--- src/rtl/permutation_iter.sv ---
// -----------------------------------------------------------------------------
// permutation_iter -- iterative ASCON permutation engine (p12 / p6).
//
// One round (constant addition, 5-bit S-box layer, linear diffusion) is
// applied per clock while busy. A run is started from IDLE by start_i. It
// begins at round 0 for p12 or at round 6 for p6. It always ends after
// round 11, and completion is flagged by a one-cycle done_o pulse.
//
// Build option:
//   PERM_UNROLL2_EN  when defined, two chained rounds (r, r+1) are applied
//                    per clock. This halves the latency. Ports and handshake
//                    do not change.
//
// Ports:
//   clock_i       in   system clock, rising-edge active
//   resetb_i      in   asynchronous active-low reset
//   start_i       in   start request, only honoured in IDLE
//   rounds_sel_i  in   0 = p12, 1 = p6, sampled together with start_i
//   state_i       in   5 x 64-bit input words, state_i[i] = x_i
//   state_o       out  registered permutation state, state_o[i] = x_i
//   busy_o        out  high while rounds are being applied
//   done_o        out  one-cycle pulse when state_o holds the final result
// -----------------------------------------------------------------------------
module permutation_iter (
   input  logic             clock_i,
   input  logic             resetb_i,
   input  logic             start_i,
   input  logic             rounds_sel_i,
   input  logic [4:0][63:0] state_i,
   output logic [4:0][63:0] state_o,
   output logic             busy_o,
   output logic             done_o
);

   typedef enum logic [0:0] {IDLE = 1'b0, BUSY = 1'b1} fsm_e;
   typedef logic [4:0][63:0] state_t;

`ifdef PERM_UNROLL2_EN
   localparam logic [3:0] ROUND_STEP = 4'd2;
`else
   localparam logic [3:0] ROUND_STEP = 4'd1;
`endif
   // Round index held in round_q during the final BUSY cycle
   localparam logic [3:0] LAST_ROUND = 4'd12 - ROUND_STEP;

   fsm_e       fsm_q;
   logic [3:0] round_q;
   state_t     state_q;
   state_t     state_d;
   logic       busy_q;
   logic       done_q;
   logic [7:0] rc_s;

   // Round constant: high nibble counts down from F while the low nibble counts up
   function automatic logic [7:0] round_const(input logic [3:0] r);
      return {4'hF - r, r};
   endfunction

   function automatic logic [63:0] rotr(input logic [63:0] x, input int unsigned n);
      return (x >> n) | (x << (64 - n));
   endfunction

   // Bit-sliced 5-bit S-box; every bit column of x0..x4 is one S-box input
   function automatic state_t substitution(input state_t s);
      state_t x;
      state_t t;
      x    = s;
      x[0] = x[0] ^ x[4];
      x[4] = x[4] ^ x[3];
      x[2] = x[2] ^ x[1];
      for (int i = 0; i < 5; i++) begin
         t[i] = ~x[i] & x[(i + 1) % 5];
      end
      for (int i = 0; i < 5; i++) begin
         x[i] = x[i] ^ t[(i + 1) % 5];
      end
      x[1] = x[1] ^ x[0];
      x[0] = x[0] ^ x[4];
      x[3] = x[3] ^ x[2];
      x[2] = ~x[2];
      return x;
   endfunction

   function automatic state_t diffusion(input state_t s);
      state_t x;
      x[0] = s[0] ^ rotr(s[0], 19) ^ rotr(s[0], 28);
      x[1] = s[1] ^ rotr(s[1], 61) ^ rotr(s[1], 39);
      x[2] = s[2] ^ rotr(s[2],  1) ^ rotr(s[2],  6);
      x[3] = s[3] ^ rotr(s[3], 10) ^ rotr(s[3], 17);
      x[4] = s[4] ^ rotr(s[4],  7) ^ rotr(s[4], 41);
      return x;
   endfunction

   function automatic state_t ascon_round(input state_t s, input logic [3:0] r);
      state_t x;
      x       = s;
      x[2][7:0] = x[2][7:0] ^ round_const(r);
      return diffusion(substitution(x));
   endfunction

   assign rc_s = round_const(round_q);

   // Next permutation state: one round, or two chained rounds when unrolled
   always_comb begin
      state_d = ascon_round(state_q, round_q);
`ifdef PERM_UNROLL2_EN
      state_d = ascon_round(state_d, round_q + 4'd1);
`else
      state_d = state_d;
`endif
   end

   // Control FSM with the state register and the registered busy/done flags
   always_ff @(posedge clock_i or negedge resetb_i) begin
      if (!resetb_i) begin
         fsm_q   <= IDLE;
         round_q <= 4'd0;
         state_q <= '0;
         busy_q  <= 1'b0;
         done_q  <= 1'b0;
      end else begin
         case (fsm_q)
            IDLE: begin
               done_q <= 1'b0;
               if (start_i) begin
                  state_q <= state_i;
                  round_q <= rounds_sel_i ? 4'd6 : 4'd0;
                  busy_q  <= 1'b1;
                  fsm_q   <= BUSY;
               end else begin
                  busy_q  <= 1'b0;
                  fsm_q   <= IDLE;
               end
            end
            BUSY: begin
               state_q <= state_d;
               if (round_q == LAST_ROUND) begin
                  // Final round: the result lands in state_q and the FSM is
                  // IDLE in the done cycle, so a new start can be taken at once
                  round_q <= 4'd0;
                  busy_q  <= 1'b0;
                  done_q  <= 1'b1;
                  fsm_q   <= IDLE;
               end else begin
                  round_q <= round_q + ROUND_STEP;
                  busy_q  <= 1'b1;
                  done_q  <= 1'b0;
                  fsm_q   <= BUSY;
               end
            end
            default: begin
               round_q <= 4'd0;
               busy_q  <= 1'b0;
               done_q  <= 1'b0;
               fsm_q   <= IDLE;
            end
         endcase
      end
   end

   assign state_o = state_q;
   assign busy_o  = busy_q;
   assign done_o  = done_q;

endmodule

--- config.mk ---
export PLATFORM = sky130hd
export DESIGN_NAME = permutation_iter
export DESIGN_NICKNAME = d
export VERILOG_FILES = /design/src/rtl/permutation_iter.sv
export SDC_FILE = /design/constraint.sdc
export NUM_CORES = 2
export LEC_CHECK = 0
export CORE_ASPECT_RATIO = 2
export CORE_UTILIZATION = 51
export CTS_BUF_LIST = sky130_fd_sc_hd__clkbuf_8
export CTS_CLUSTER_DIAMETER = 80
export DETAILED_ROUTE_END_ITERATION = 7
export PLACE_DENSITY = 0.79
export SYNTH_ARGS = -nofsm -noshare
export SYNTH_HDL_FRONTEND = slang
export SYNTH_SLANG_ARGS = --single-unit
--- constraint.sdc ---
create_clock -name clock_i -period 5.8 [get_ports clock_i]
set_input_delay 1.45 -clock clock_i [delete_from_list [all_inputs] [get_ports clock_i]]
set_output_delay 1.45 -clock clock_i [all_outputs]
set_load 0.02 [all_outputs]
==> Word level (Yosys, flattened, before mapping) <==
Cells that the tools add are included.
{ "totals": {"ff_bits": 326, "latchBits": 0, "ram_bits": 0, "romBits": 0, "inputBits": 324, "memories": 0} }
{ "classes": {"n_addsub": 2, "multipliers": 0, "div": 0, "n_lt_le_gt_ge": 0, "n_eq_ne": 2, "n_shift": 0, "muxes": 11, "bitwise_logic": 44, "n_reduce_logical": 0} }
{ "op_table": {"columns": ["op", "count"], "rows": [
  ["$xor 64x64->64", 21],
  ["$pmux 320 s2", 1],
  ["$not 64->64", 6],
  ["$and 64x64->64", 5],
  ["$mux 320", 1],
  ["$or 23x64->64", 1],
  ["$or 25x64->64", 1],
  ["$or 3x64->64", 1],
  ["$or 36x64->64", 1],
  ["$or 45x64->64", 1],
  ["$or 47x64->64", 1],
  ["$or 54x64->64", 1],
  ["$or 57x64->64", 1],
  ["$or 58x64->64", 1],
  ["$or 63x64->64", 1],
  ["$mux 4", 2],
  ["$pmux 4 s2", 1],
  ["$xor 8x8->8", 1],
  ["$add 4x1->4 const B", 1],
  ["$eq 4x4->1 const B", 1],
  ["$pmux 1 s2", 2],
  ["$sub 4x4->4 const A", 1],
  ["$mux 1", 3],
  ["$mux 3", 1],
  ["other kinds (2)", 2]
]} }

==> Logic depth before layout (Yosys ltp) <==
{ "depth": {"depth_word": 11, "depth_mapped": 8, "ltp_nobuf": 7} }

==> Worst setup path before layout <==
OpenSTA, ideal clock, no wires.
{ "synth_timing": {"path_kind": "in2reg", "startpoint": "in start_i", "endpoint": "reg state_q (netlist bit state_o[203])", "setup_time_ns": 0.077, "arrival_ns": 2.427, "path_slack_ns": 3.295, "cell_stages": 6, "cell_sequence": "buf_2 > clkbuf_1 > buf_1 > nand2_1 > o211a_1 > a21oi_1"} }
{ "synth_via": {"elab_chain_cells": 1} }
{ "synth_lines": {"columns": ["element", "line_no", "text"], "rows": [
  ["start, declared", "27", "input logic start_i,"],
  ["$ne 2x2->1 (no line)", null, null],
  ["end signal, assigned", "126", "state_q <= state_i;"],
  ["end signal, assigned", "136", "state_q <= state_d;"],
  ["end, declared", "48", "state_t state_q;"]
]} }
Every way passes these cells.
A chain may end at the register's enable or synchronous reset.

==> Worst setup path in the final report <==
{ "layout_timing": {"startpoint": "reg state_q (netlist bit state_o[49])", "endpoint": "out state_o[49] (netlist bit)"} }
{ "layout_rtl": {"columns": ["element", "line_no", "text"], "rows": [
  ["end, declared", "30", "output logic [4:0][63:0] state_o,"]
]} }
No word-level cell between the ends.

==> reports/summary.md <==
Across the run, the number of max-cap violations was 3. The logs give 326 for the number of sinks on the clock net and 646 for the top-level I/O count. The global routing usage on met1 is 0.488, and the number of buffer and inverter instances along the worst setup path is 1. In the routed layout, each cell is associated on average with a via count of 6.10. The number of instances on the worst hold path was 1. From bottom edge to top edge, the die measures 355 µm.

Derived from the worst setup path, the maximum achievable clock frequency is 286 MHz. The run gives -0.0691 as the relative slew slack. Counting every net in the synthesized netlist gives 3442. The number of cells on the critical path works out to 1. The width of the chip is 179 µm, and the worst reg-to-reg path cell count is 6. The run gives 0 as the number of failing setup endpoints in the final timing report. For the post-cts gate resize count, the log shows 0. In the final design database the tool counted 4033 nets. The parity-gate share of the synthesized area counting xor and xnor cells was 0.405. The capture instance of the worst register-to-register path is state_o[9]$_DFFE_PN0P_. Setup repair after global routing left no endpoint under its margin. STA classifies the critical path endpoint as an output pin. The checks that failed: capacitance limit, slew limit. Post-synthesis compound-gate area fraction: 0.129.

The worst setup path is launched from a register. In this run, synthesis produced a sequential element count of 326. Broken down by cell family, the worst path's largest delay share belongs to buffers and inverters. From synthesis to final layout, the design area changed by 26.3%. The setup path with the least slack is of type register to output pin. Dividing the detail-routed wire length by the instance count gives 33.5 µm. For this block, the initial DRC count from the detailed router was 2596.

The adder and majority gate portion of the synthesized area came out at 0.0725. The core region is 61800 µm². The terminating pin of the worst hold path was round_q[0]$_DFFE_PN0P_. The first global-routing pass estimated 200 mm of wire.

Data arrives at the worst endpoint at 2040 ps. At the worst endpoint, the required time is 4350 ps. Entering global routing, the biggest net connects 182 pins. Buffers inserted to repair hold after CTS numbered 0.

The mux contribution to synthesized area was 0.0299. After synthesis, the netlist uses 32 different library cells. The measured slew at the worst slew-check pin was 1590 ps.

The count of input and output buffers works out to 645. The layout cell share with drive strength beyond 1 came out at 0.0948. The largest individual stage delay along the critical path comes from the cell clkdlybuf4s50_1. The number of endpoints with negative hold slack in the final report came out at 0.

Walking the worst path, the cells encountered are clkdlybuf4s50_1. Averaged over all synthesized cells, the footprint is 10.6 µm². Post-CTS setup buffer count: 0. The longest clock path from root to sink contains 3 buffers. In this run the cell area of the synthesized design comes to 31800 µm². The tools report the synthesis warning total as 0. The simple-gate area share of the yosys netlist is 0.0674, and the total count of max-transition violations in the final report is 9. The run gives 20.7 ps as the clock skew. The total wire length was 148 mm. The H-tree was split into 2 levels. The tree is rooted in a clkbuf_8. Along the worst path, the maximum fanout reaches 4. After detailed routing, the number of remaining DRC violations is 0. The routed layout has 26900 vias. Clock latency on the worst-skew pair, taken at its later pin, is 700 ps. The startpoint identified for the worst hold timing path is round_q[0]$_DFFE_PN0P_. The synthesized instance count was 2989. The met2 layer usage reported by global route is 0.742. The run gives 0.103 as the met3 demand-to-capacity share in global routing. The final cycle utilization of the critical path is 0.602, and the clock-pin transition on the worst setup and hold timing paths is 70 ps. In the layout the commonest cells are 643 x clkdlybuf4s50_1, 410 x nand2_1, 325 x dfrtp_1.

For the total routing usage reported by global routing, the log shows 0.466. The first TritonRoute pass finished after 6 iterations. After synthesis, the largest family of logic cells by area is XOR/XNOR gates.

CTS buffer count: 53. Across all register-to-register paths, the minimum setup slack is 2470 ps. The number of antenna violations at the first check in global routing is 8.

The post-detailed-route count of antenna-violating nets is 0. Leaving out fill and tap cells, the most frequent cell in the layout is clkdlybuf4s50_1. The via count of the first global-routing pass was 26600; the sum of overflow across all layers after global routing was 0. The most utilized layer in the global route result was met2. The count of fill cells added during filler insertion was 5157; the proportion of synthesized chip area in sequential cells was 0.256.

The initial core utilization is 0.515. The die area came out at 63400 µm². HPWL after detailed placement: 120 mm.

TritonCTS built the clock tree. The final setup TNS was 0 ps; the largest stage delay on the critical path was 700 ps. After layout, the minimum clock period comes to 3490 ps.

The run finished, with violations left. The last weighted congestion value of the routability-driven placer was 1.10; the standard-cell row count was 129. The worst register-to-register path begins at state_o[201]$_DFFE_PN0P_. The path type of the worst min-delay path is register to register.
==> sequential cells by signal, summed over array words and instances, names as in the netlist <==
name     count
done_o       1
round_q      4
state_o    320
busy_o       1
==> Yosys cell counts <==
library cell | count | area share
nand2_1 | 410 | 0.048
dfrtp_1 | 326 | 0.26
xnor2_1 | 312 | 0.086
xnor3_1 | 247 | 0.17
a21oi_1 | 229 | 0.036
inv_1 | 189 | 0.022
xnor2_2 | 161 | 0.082
o211a_1 | 158 | 0.050
xor2_1 | 146 | 0.040
o21ai_0 | 130 | 0.020
ha_1 | 129 | 0.051
clkbuf_1 | 106 | 0.013
mux2i_1 | 95 | 0.030
a211oi_1 | 64 | 0.015
nor2b_1 | 63 | 0.012
nor2_1 | 47 | 0.0055
maj3_2 | 42 | 0.015
xor2_2 | 26 | 0.013
a21o_1 | 25 | 0.0059
maj3_1 | 22 | 0.0069
buf_2 | 14 | 0.0022
buf_1 | 13 | 0.0015
xor3_1 | 11 | 0.0082
o21ai_1 | 10 | 0.0016
inv_2 | 5 | 0.00059
and2_1 | 2 | 0.00039
buf_4 | 2 | 0.00047
and3b_1 | 1 | 0.00028
nand3_1 | 1 | 0.00016
nor3b_1 | 1 | 0.00024
o22ai_1 | 1 | 0.00020
o31ai_1 | 1 | 0.00024
==> cell type report <==
class / instances / area [µm²] / share of cell area
Multi-Input combinational cell: 2334 / 22400 / 0.557
Sequential cell: 326 / 8160 / 0.203
Timing Repair Buffer: 671 / 6760 / 0.168
Tap cell: 786 / 983 / 0.0245
Clock buffer: 70 / 963 / 0.0240
Inverter: 194 / 736 / 0.0183
Clock inverter: 24 / 156 / 0.00389
Antenna cell: 5 / 12.5 / 0.000312
==> worst max path at each step <==
stage | from | end
floorplan | start_i | state_o[203]$_DFFE_PN0P_
global placement | start_i | state_o[116]$_DFFE_PN0P_
detailed placement | start_i | state_o[208]$_DFFE_PN0P_
CTS | state_o[154]$_DFFE_PN0P_ | state_o[154]
global route | state_o[154]$_DFFE_PN0P_ | state_o[154]
finish | state_o[49]$_DFFE_PN0P_ | state_o[49]
==> logic make-up (layout without fill, tap and decap cells) <==
| family | Yosys count | count (layout) |
|---|---|---|
| mux | 95 | 95 |
| fa+ha+maj | 193 | 193 |
| xor+xnor | 903 | 903 |
| other cells | 0 | 5 |
| simple gates | 525 | 525 |
| buf+inv | 329 | 959 |
| flops | 326 | 326 |
| compound gates | 618 | 618 |
==> metrics by stage <==
step	utilization	std cells	cell area, µm²	hold slack, ps	worst slack [ps]
global route	0.650	4407	40200	636	2280
detailed placement	0.631	4310	39000	612	2590
CTS	0.649	4404	40100	625	2330
floorplan	-	2989	31800	549	3300
global placement	0.631	4310	39000	589	2600
finish	0.650	4410	40200	621	2310
==> layer usage <==
| layer | up-vias | wire (µm) |
|---|---|---|
| li1 | 11300 | - |
| met1 | 13000 | 46700 |
| met2 | 1895 | 68900 |
| met3 | 620 | 13600 |
| met4 | 8 | 18700 |
| met5 | - | 58 |
Power is not shown: default switching activity piles up to over one toggle a cycle in this logic, so the estimate is an artifact.
